**src/rtl/ks_mix_i2s.sv**
```systemverilog
// Six-voice Karplus-Strong mixer with attenuation/saturation feeding a mono I2S master stream.
// Optional level meter with peak hold is built when KS_MIX_METER_EN is defined.
module ks_mix_i2s #(
  parameter int BCLK_HALF = 8
) (
  input  logic        clk_clk,
  input  logic        reset_reset_n,
  input  logic [15:0] voice0,
  input  logic [15:0] voice1,
  input  logic [15:0] voice2,
  input  logic [15:0] voice3,
  input  logic [15:0] voice4,
  input  logic [15:0] voice5,
  input  logic [5:0]  voice_en,
  input  logic [1:0]  att,
  input  logic        sat_clr,
  output logic        i2s_bclk,
  output logic        i2s_lrclk,
  output logic        i2s_sdata,
  output logic        sample_tick,
  output logic        sat_flag,
  output logic [7:0]  leds_meter
);

  localparam int DIV_W = (BCLK_HALF > 1) ? $clog2(BCLK_HALF) : 1;
  localparam logic [DIV_W-1:0] DIV_LAST = DIV_W'(BCLK_HALF - 1);

  typedef enum logic [1:0] {S_IDLE, S_CAP, S_ACC, S_SAT} state_t;

  function automatic logic is_clip(input logic signed [18:0] s);
    return (s > 19'sd32767) || (s < -19'sd32768);
  endfunction

  function automatic logic [15:0] clip16(input logic signed [18:0] s);
    if (s > 19'sd32767)       return 16'h7FFF;
    else if (s < -19'sd32768) return 16'h8000;
    else                      return s[15:0];
  endfunction

  logic [DIV_W-1:0]    div_q;
  logic                bclk_q, sdata_q, tick_q, sat_q;
  logic [5:0]          bit_cnt_q, bit_cnt_d;
  logic [15:0]         tx_word_q, mix_q;
  state_t              state_q, state_d;
  logic [2:0]          idx_q, idx_d;
  logic signed [15:0]  snap_q [6];
  logic [5:0]          en_snap_q;
  logic signed [18:0]  acc_q, acc_sh, addend;
  logic                div_wrap, bclk_fall, frame_start, sdata_d;
  logic [4:0]          slot_p;
  logic [3:0]          bit_sel;

  assign div_wrap    = (div_q == DIV_LAST);
  assign bclk_fall   = div_wrap & bclk_q;
  assign frame_start = bclk_fall & (bit_cnt_q == 6'd63);
  assign bit_cnt_d   = bit_cnt_q + 6'd1;
  assign slot_p      = bit_cnt_d[4:0];
  // slot bit p carries tx_word[16-p]; (16-p) mod 16 == -p mod 16
  assign bit_sel     = 4'd0 - slot_p[3:0];
  assign sdata_d     = (slot_p != 5'd0 && slot_p <= 5'd16) ? tx_word_q[bit_sel] : 1'b0;

  assign addend = en_snap_q[idx_q] ? {{3{snap_q[idx_q][15]}}, snap_q[idx_q]} : 19'sd0;
  assign acc_sh = acc_q >>> att;

  always_comb begin
    state_d = state_q;
    idx_d   = idx_q;
    case (state_q)
      S_IDLE: if (frame_start) state_d = S_CAP;
      S_CAP: begin
        state_d = S_ACC;
        idx_d   = 3'd0;
      end
      S_ACC: begin
        if (idx_q == 3'd5) state_d = S_SAT;
        else               idx_d   = idx_q + 3'd1;
      end
      S_SAT:   state_d = S_IDLE;
      default: state_d = S_IDLE;
    endcase
  end

  always_ff @(posedge clk_clk or negedge reset_reset_n) begin
    if (!reset_reset_n) begin
      div_q     <= '0;
      bclk_q    <= 1'b0;
      bit_cnt_q <= 6'd63;
      sdata_q   <= 1'b0;
      tick_q    <= 1'b0;
      tx_word_q <= '0;
      mix_q     <= '0;
      sat_q     <= 1'b0;
      state_q   <= S_IDLE;
      idx_q     <= '0;
    end else begin
      div_q   <= div_wrap ? '0 : div_q + 1'b1;
      if (div_wrap) bclk_q <= ~bclk_q;
      tick_q  <= frame_start;
      if (bclk_fall) begin
        bit_cnt_q <= bit_cnt_d;
        sdata_q   <= sdata_d;
      end
      if (frame_start) tx_word_q <= mix_q;
      state_q <= state_d;
      idx_q   <= idx_d;
      if (state_q == S_SAT) mix_q <= clip16(acc_sh);
      // a clip in the same cycle as sat_clr must leave the flag set
      if (state_q == S_SAT && is_clip(acc_sh)) sat_q <= 1'b1;
      else if (sat_clr)                        sat_q <= 1'b0;
    end
  end

  // Snapshot and accumulator are pure datapath; always written in CAP before use.
  always_ff @(posedge clk_clk) begin
    if (state_q == S_CAP) begin
      snap_q[0] <= voice0;
      snap_q[1] <= voice1;
      snap_q[2] <= voice2;
      snap_q[3] <= voice3;
      snap_q[4] <= voice4;
      snap_q[5] <= voice5;
      en_snap_q <= voice_en;
      acc_q     <= 19'sd0;
    end else if (state_q == S_ACC) begin
      acc_q <= acc_q + addend;
    end
  end

  assign i2s_bclk    = bclk_q;
  assign i2s_lrclk   = bit_cnt_q[5];
  assign i2s_sdata   = sdata_q;
  assign sample_tick = tick_q;
  assign sat_flag    = sat_q;

`ifdef KS_MIX_METER_EN
  logic        meter_upd_q;
  logic [7:0]  meter_q, meter_hit;
  logic [4:0]  hold_q [8];
  logic [16:0] mag;

  // |0x8000| = 32768 falls out of negating the 17-bit sign extension
  assign mag = mix_q[15] ? (17'd0 - {mix_q[15], mix_q}) : {1'b0, mix_q};

  always_comb begin
    meter_hit = '0;
    for (int k = 0; k < 8; k++) meter_hit[k] = (mag >= (17'd1 << (7 + k)));
  end

  always_ff @(posedge clk_clk or negedge reset_reset_n) begin
    if (!reset_reset_n) begin
      meter_upd_q <= 1'b0;
      meter_q     <= '0;
      for (int k = 0; k < 8; k++) hold_q[k] <= '0;
    end else begin
      meter_upd_q <= (state_q == S_SAT);
      for (int k = 0; k < 8; k++) begin
        if (frame_start && hold_q[k] != 5'd0) hold_q[k] <= hold_q[k] - 5'd1;
        if (meter_upd_q) begin
          if (meter_hit[k]) begin
            meter_q[k] <= 1'b1;
            hold_q[k]  <= 5'd16;
          end else if (hold_q[k] == 5'd0) begin
            meter_q[k] <= 1'b0;
          end
        end
      end
    end
  end

  assign leds_meter = meter_q;
`else
  assign leds_meter = 8'h00;
`endif

endmodule

```
**config.mk**
```make
export PLATFORM = sky130hd
export DESIGN_NAME = ks_mix_i2s
export DESIGN_NICKNAME = d
export VERILOG_FILES = /design/src/rtl/ks_mix_i2s.sv
export SDC_FILE = /design/constraint.sdc
export NUM_CORES = 1
export LEC_CHECK = 0
export ABC_AREA = 1
export CORE_MARGIN = 10
export CORE_UTILIZATION = 40
export CTS_CLUSTER_SIZE = 24
export DETAILED_ROUTE_END_ITERATION = 10
export PLACE_DENSITY = 0.62
export SLEW_MARGIN = 30
export SYNTH_ARGS = -nofsm -noshare
export SYNTH_HDL_FRONTEND = slang
export SYNTH_SLANG_ARGS = --single-unit
```
**constraint.sdc**
```tcl
create_clock -name clk_clk -period 6.6 [get_ports clk_clk]
set_input_delay 1.32 -clock clk_clk [delete_from_list [all_inputs] [get_ports clk_clk]]
set_output_delay 1.32 -clock clk_clk [all_outputs]
set_load 0.005 [all_outputs]
```
# After elaboration in Yosys (flattened, before gate mapping)
# Memory sizes are Yosys's and may differ from the RTL's.
# Index checks and enable logic that the tools add are counted.
# totals
wordCells,63
output_inout_bits,13
n_memories,1
latch_bits,0
reg_bits,75
romBits,0
ramBits,96
input_bits,107
# op_classes
n_addsub,5
order_cmp,5
bitwise,3
n_shift,1
n_mul,0
n_div,0
reduce_logical,9
mux,18
n_eq_ne,9
# memory_table
memory,depth,word_bits,rd,rd_clocked_by_memory_dff,write_ports,line,text
snap_q,6,16,1,0,6,46,logic signed [15:0] snap_q [6];
# ops
operator,count
2-to-1 mux 16 bit,2
adder 19 bit,1
"> comparator 19 x 16 -> 1 bit, second input constant",1
"< comparator 19 x 16 -> 1 bit, second input constant",1
2-to-1 mux 19 bit,1
>>> shifter 19 x 2 -> 19 bit,1
one-hot mux 2 bit (4 select lines),1
2-to-1 mux 1 bit,7
"adder 3 x 1 -> 3 bit, second input constant",2
"adder 6 x 1 -> 6 bit, second input constant",1
"equality test 3 bit, second input constant",2
"equality test 6 bit, second input constant",1
2-to-1 mux 3 bit,2
"!= test 2 bit, second input constant",3
one-hot mux 3 bit (2 select lines),1
"<= comparator 5 bit, second input constant",1
"< comparator 4 x 5 -> 1 bit, second input constant",1
nonzero test 5 bit,1
binary-select mux 1 bit (select 4 bit),1
"equality test 2 bit, second input constant",2
"< comparator 3 x 4 -> 1 bit, second input constant",1
2-to-1 mux 2 bit,2
AND reduction 2 bit,2
nonzero test 2 bit,2
8 further kinds,10

# Longest topological paths before layout
# logic_depth
word_depth,5
ltp_mapped,24

# Worst setup path after synthesis
# OpenSTA, ideal clock, no wires.
# synth_path
path_kind,reg2reg
start,register state_q[1]
end,register acc_q[12]
period_less_slack_ns,3.786
n_path_buf,2
t_required_ns,6.485
arrival_ns,3.670
path_stages_with_launch,8
path_slack_ns,2.814
cell_sequence,dfrtp_1 inv_1 ha_1 clkbuf_1 clkbuf_1 a21oi_1 o21ai_0 inv_1
# synth_between
elab_chain_len,1
# synth_rtl
element,line,text
from (decl),44,"state_t state_q, state_d;"
from (signal assigned),104,state_q <= state_d;
equality test 2 bit / equality test 2 x 1 -> 1 bit (equally long branches),"124, 115",
to (signal assigned),125,acc_q <= acc_q + addend;
to (decl),48,"logic signed [18:0] acc_q, acc_sh, addend;"
# Several ways; a longest one is shown, not always the timed one.
# A chain may end at the register's enable or synchronous reset.

# Final worst setup path
# layout_path
start,register idx_q[2]
end,register acc_q[16]
# layout_between
elab_chain_len,4
# layout_rtl
element,line,text
from (decl),45,"logic [2:0] idx_q, idx_d;"
from (signal assigned),105,idx_q <= idx_d;
binary-select mux 1 bit (select 3 bit),62,"assign addend = en_snap_q[idx_q] ? {{3{snap_q[idx_q][15]}}, snap_q[idx_q]} : 19'sd0;"
2-to-1 mux 1 bit (implied by the code),62,
2-to-1 mux 19 bit (*),62,
adder 19 bit (*),125,
# Mark *: on every way between the ends. The rest lies on a longest branch, timed or not. The select of a mux whose other input is x is not followed.

==> results.json <==
{
  "status": "finished, final reports clean",
  "num_antenna_cells": 0,
  "synthTopCellsByArea": "edfxtp_1 (36%), dfrtp_1 (13%), nand2_1 (7.8%), o21ai_0 (6.9%), inv_1 (5.2%)",
  "grt_use_total_pct": 14.7,
  "relSlewSlack_pct": 46.5,
  "syn_to_final_growth_pct": 21.7,
  "drtIter0Drc": 398,
  "grt_pass1_wl_um": 32100,
  "cts_buffers": 17,
  "power_density_nw_per_um2": 215,
  "die_h_um": 165,
  "die_area_um2": 27400,
  "power.leakage_nw": 4.39,
  "ctsRootBufferMaster": "clkbuf_16",
  "fin_ws_ps": 2930,
  "clkSinkCount": 171,
  "power_frac_clock_pct": 43.6,
  "endpoint_kind": "flop",
  "place.gp.congestion": 0.857,
  "r2r_end": "acc_q[16]",
  "synthTopCellsByCount": "nand2_1 (175), inv_1 (117), o21ai_0 (116), edfxtp_1 (102), nor2_1 (83)",
  "wl_um": 19600,
  "drive_gt1_share_pct": 7.26,
  "wl_per_cell_um": 15.2,
  "boundaryPins": 120,
  "final-instance-count-excl-fill": 1294,
  "hpwl_um": 14800,
  "whs_endpoint": "div_q[0]",
  "via_count": 6325,
  "yosysTopAreaCellShare_pct": 36.2,
  "grt_pass1_vias": 6242,
  "reg2reg_from": "idx_q[2]",
  "ant_nets": 0,
  "p_switching_mw": 0.504,
  "hp-start": "div_q[0]",
  "overflow": 0,
  "timing.final.hold_violations": 0,
  "post-place-ws_ps": 2520,
  "rsz0062_at_grt": "false",
  "dp_cells": 1262,
  "grt_max_degree": 62,
  "total_power_mw": 2.21,
  "clk_latency_ps": 430,
  "drv_cap": 0,
  "cp_num_buf_inv": 5,
  "drc": 0,
  "synth.distinct_cells": 47,
  "coreArea_um2": 20900,
  "dr.pass1.iters": 7,
  "clk_pin_slew_ps": 70,
  "hold_path.class": "flop to flop",
  "pwr-share-seq_pct": 51.6,
  "cp_max_fo": 20,
  "maxClockFrequency_mhz": 273,
  "skew_ps": 11.5,
  "ff2ff_path_depth": 18,
  "pwr-share-comb_pct": 4.9,
  "ctsHoldBuffers": 0,
  "synth_most_common_cell": "nand2_1",
  "start_util_pct": 40.5,
  "rows": 53,
  "cpPeakStageDelay_ps": 580,
  "drv_slew": 0,
  "htreeDepth": 4,
  "clockBufferDepth": 2,
  "min_path_cells": 1,
  "critical_path.slowest_cell": "dfrtp_1",
  "synth_flop_cell": "edfxtp_1",
  "synth.cell_area_um2": 8460,
  "path_cells": "inv_1 > nand3_1 > nand2_1 > nand2_1 > nand2_2 > nand2_1 > inv_1 > ha_1 > inv_1 > fa_1 > inv_1 > a31oi_1 > o21ai_0 > nand3_1 > nand3_1 > nand3_1 > nand2_1 > inv_1",
  "synthCells": 909,
  "synth_area_leader_cell": "edfxtp_1",
  "cts_tree": "done",
  "required_ps": 6930,
  "antenna_found_initial": 0,
  "tns_ps": 0,
  "crit_path_start_kind": "flop",
  "critPathArrivalTime_ps": 4000,
  "fp.dieW_um": 165,
  "p_sw_share_pct": 22.8,
  "portBuffers": 111,
  "ys_warn_count": 0,
  "internal-power_mw": 1.71,
  "avgSynthCellArea_um2": 9.31,
  "r2r_slack_ps": 2930,
  "fin_nets": 1141,
  "peakVddDrop_uv": 162,
  "criticalPathCategory": "flop to flop",
  "cts_resized": 0,
  "period_share_pct": 55.6,
  "async_flop_share_pct": 29.2,
  "fin_crit_ps": 3670,
  "cp_common_cell": "inv_1",
  "finalSetupViolCount": 0,
  "synth-seq-area-share_pct": 55.6,
  "crit_family": "simple AND/OR/NAND/NOR gates",
  "via_per_inst": 4.89,
  "ys_seq_elements": 171,
  "tightest_slew_ps": 802,
  "cts_setup_buffers": 0,
  "synth-edff-count": 102
}
==> layer usage <==
metal	GRT usage, %	up-vias	wire length (um)
met5	0	-	0
met4	3.23	0	155
met3	4.29	15	1240
met2	25.1	151	9630
met1	18.0	2928	8610
li1	-	3231	-
==> flip-flops by register name, indices dropped and copies added (netlist names) <==
register and cells:
snap_q 96, sat_flag 1, idx_q 3, div_q 3
sample_tick 1, en_snap_q 6, i2s_bclk 1, state_q 2
bit_cnt_q 6, mix_q 16, tx_word_q 16, i2s_sdata 1
acc_q 19
==> cell usage in the layout, fill, tap and decap left out, types with 6 or more instances in the layout <==
cell	instances
inv_1	117
nor2_1	83
o21ai_1	8
conb_1	8
o211ai_1	14
nand3_1	23
xor2_1	12
o22ai_1	20
dfrtp_1	43
a21oi_1	38
nand2_1	175
inv_6	7
o21ai_0	116
clkdlybuf4s50_1	109
edfxtp_1	102
a22oi_2	10
clkbuf_16	17
dfxtp_1	19
dfstp_2	6
ha_1	26
or2_2	6
==> power by group through the flow <==
stage	clock network [mW]	logic (mW)	registers, mW
final	0.964	0.108	1.14
after global routing	1.03	0.119	1.14
after CTS	0.984	0.110	1.14
after detailed placement	0	0.110	1.16
after global placement	0	0.108	1.16
after floorplan	0	0.0392	1.16
==> kinds of logic (layout without fill, tap and decap cells) <==
logic type      after synthesis  count (layout)  share of synthesized area [%]
flops                       171             171                           55.6
xor+xnor                     17              17                           1.76
other cells                   1               8                         0.0443
compound gates              226             226                           15.7
buf+inv                     166             269                           8.37
fa+ha+maj                    28              28                           4.23
simple gates                300             300                           14.3
==> worst register-to-register path: stages (launching register included) <==
cell and delay (ps):
dfrtp_1 580, inv_1 550, nand3_1 160, nand2_1 90
nand2_1 60, nand2_2 260, nand2_1 90, inv_1 70
ha_1 180, inv_1 60, fa_1 410, inv_1 120
a31oi_1 130, o21ai_0 370, nand3_1 150, nand3_1 100
nand3_1 70, nand2_1 80, inv_1 30
==> worst max-delay path by stage <==
stage | startpoint | end | slack, ps | cells after the start
2_1_floorplan | state_q[1] | acc_q[12] | 2810 | 7
3_3_place_gp | idx_q[1] | acc_q[16] | 2670 | 17
3_5_place_dp | idx_q[1] | acc_q[16] | 2520 | 17
4_1_cts | idx_q[1] | acc_q[16] | 2480 | 17
5_1_grt | idx_q[2] | acc_q[16] | 2470 | 18
6_report | idx_q[2] | acc_q[16] | 2930 | 18
==> per-stage QoR <==
step                utilization (%)  instance area, um^2  hold slack [ps]
floorplan                         -                 8490              403
CTS                            49.3                10300              442
finish                         49.3                10300              440
global route                   49.3                10300              453
global placement               46.5                 9720              420
detailed placement             46.6                 9730              432
==> final cells by class <==
class | instances | area (um^2)
multi-input cells | 579 | 3090
clock buffers | 17 | 425
fillers | 1960 | 10600
clock inverters | 15 | 145
flip-flops and latches | 171 | 4700
well taps | 275 | 344
repair buffers | 114 | 1130
inverters | 123 | 462
Power figures use the tool's default switching activity.
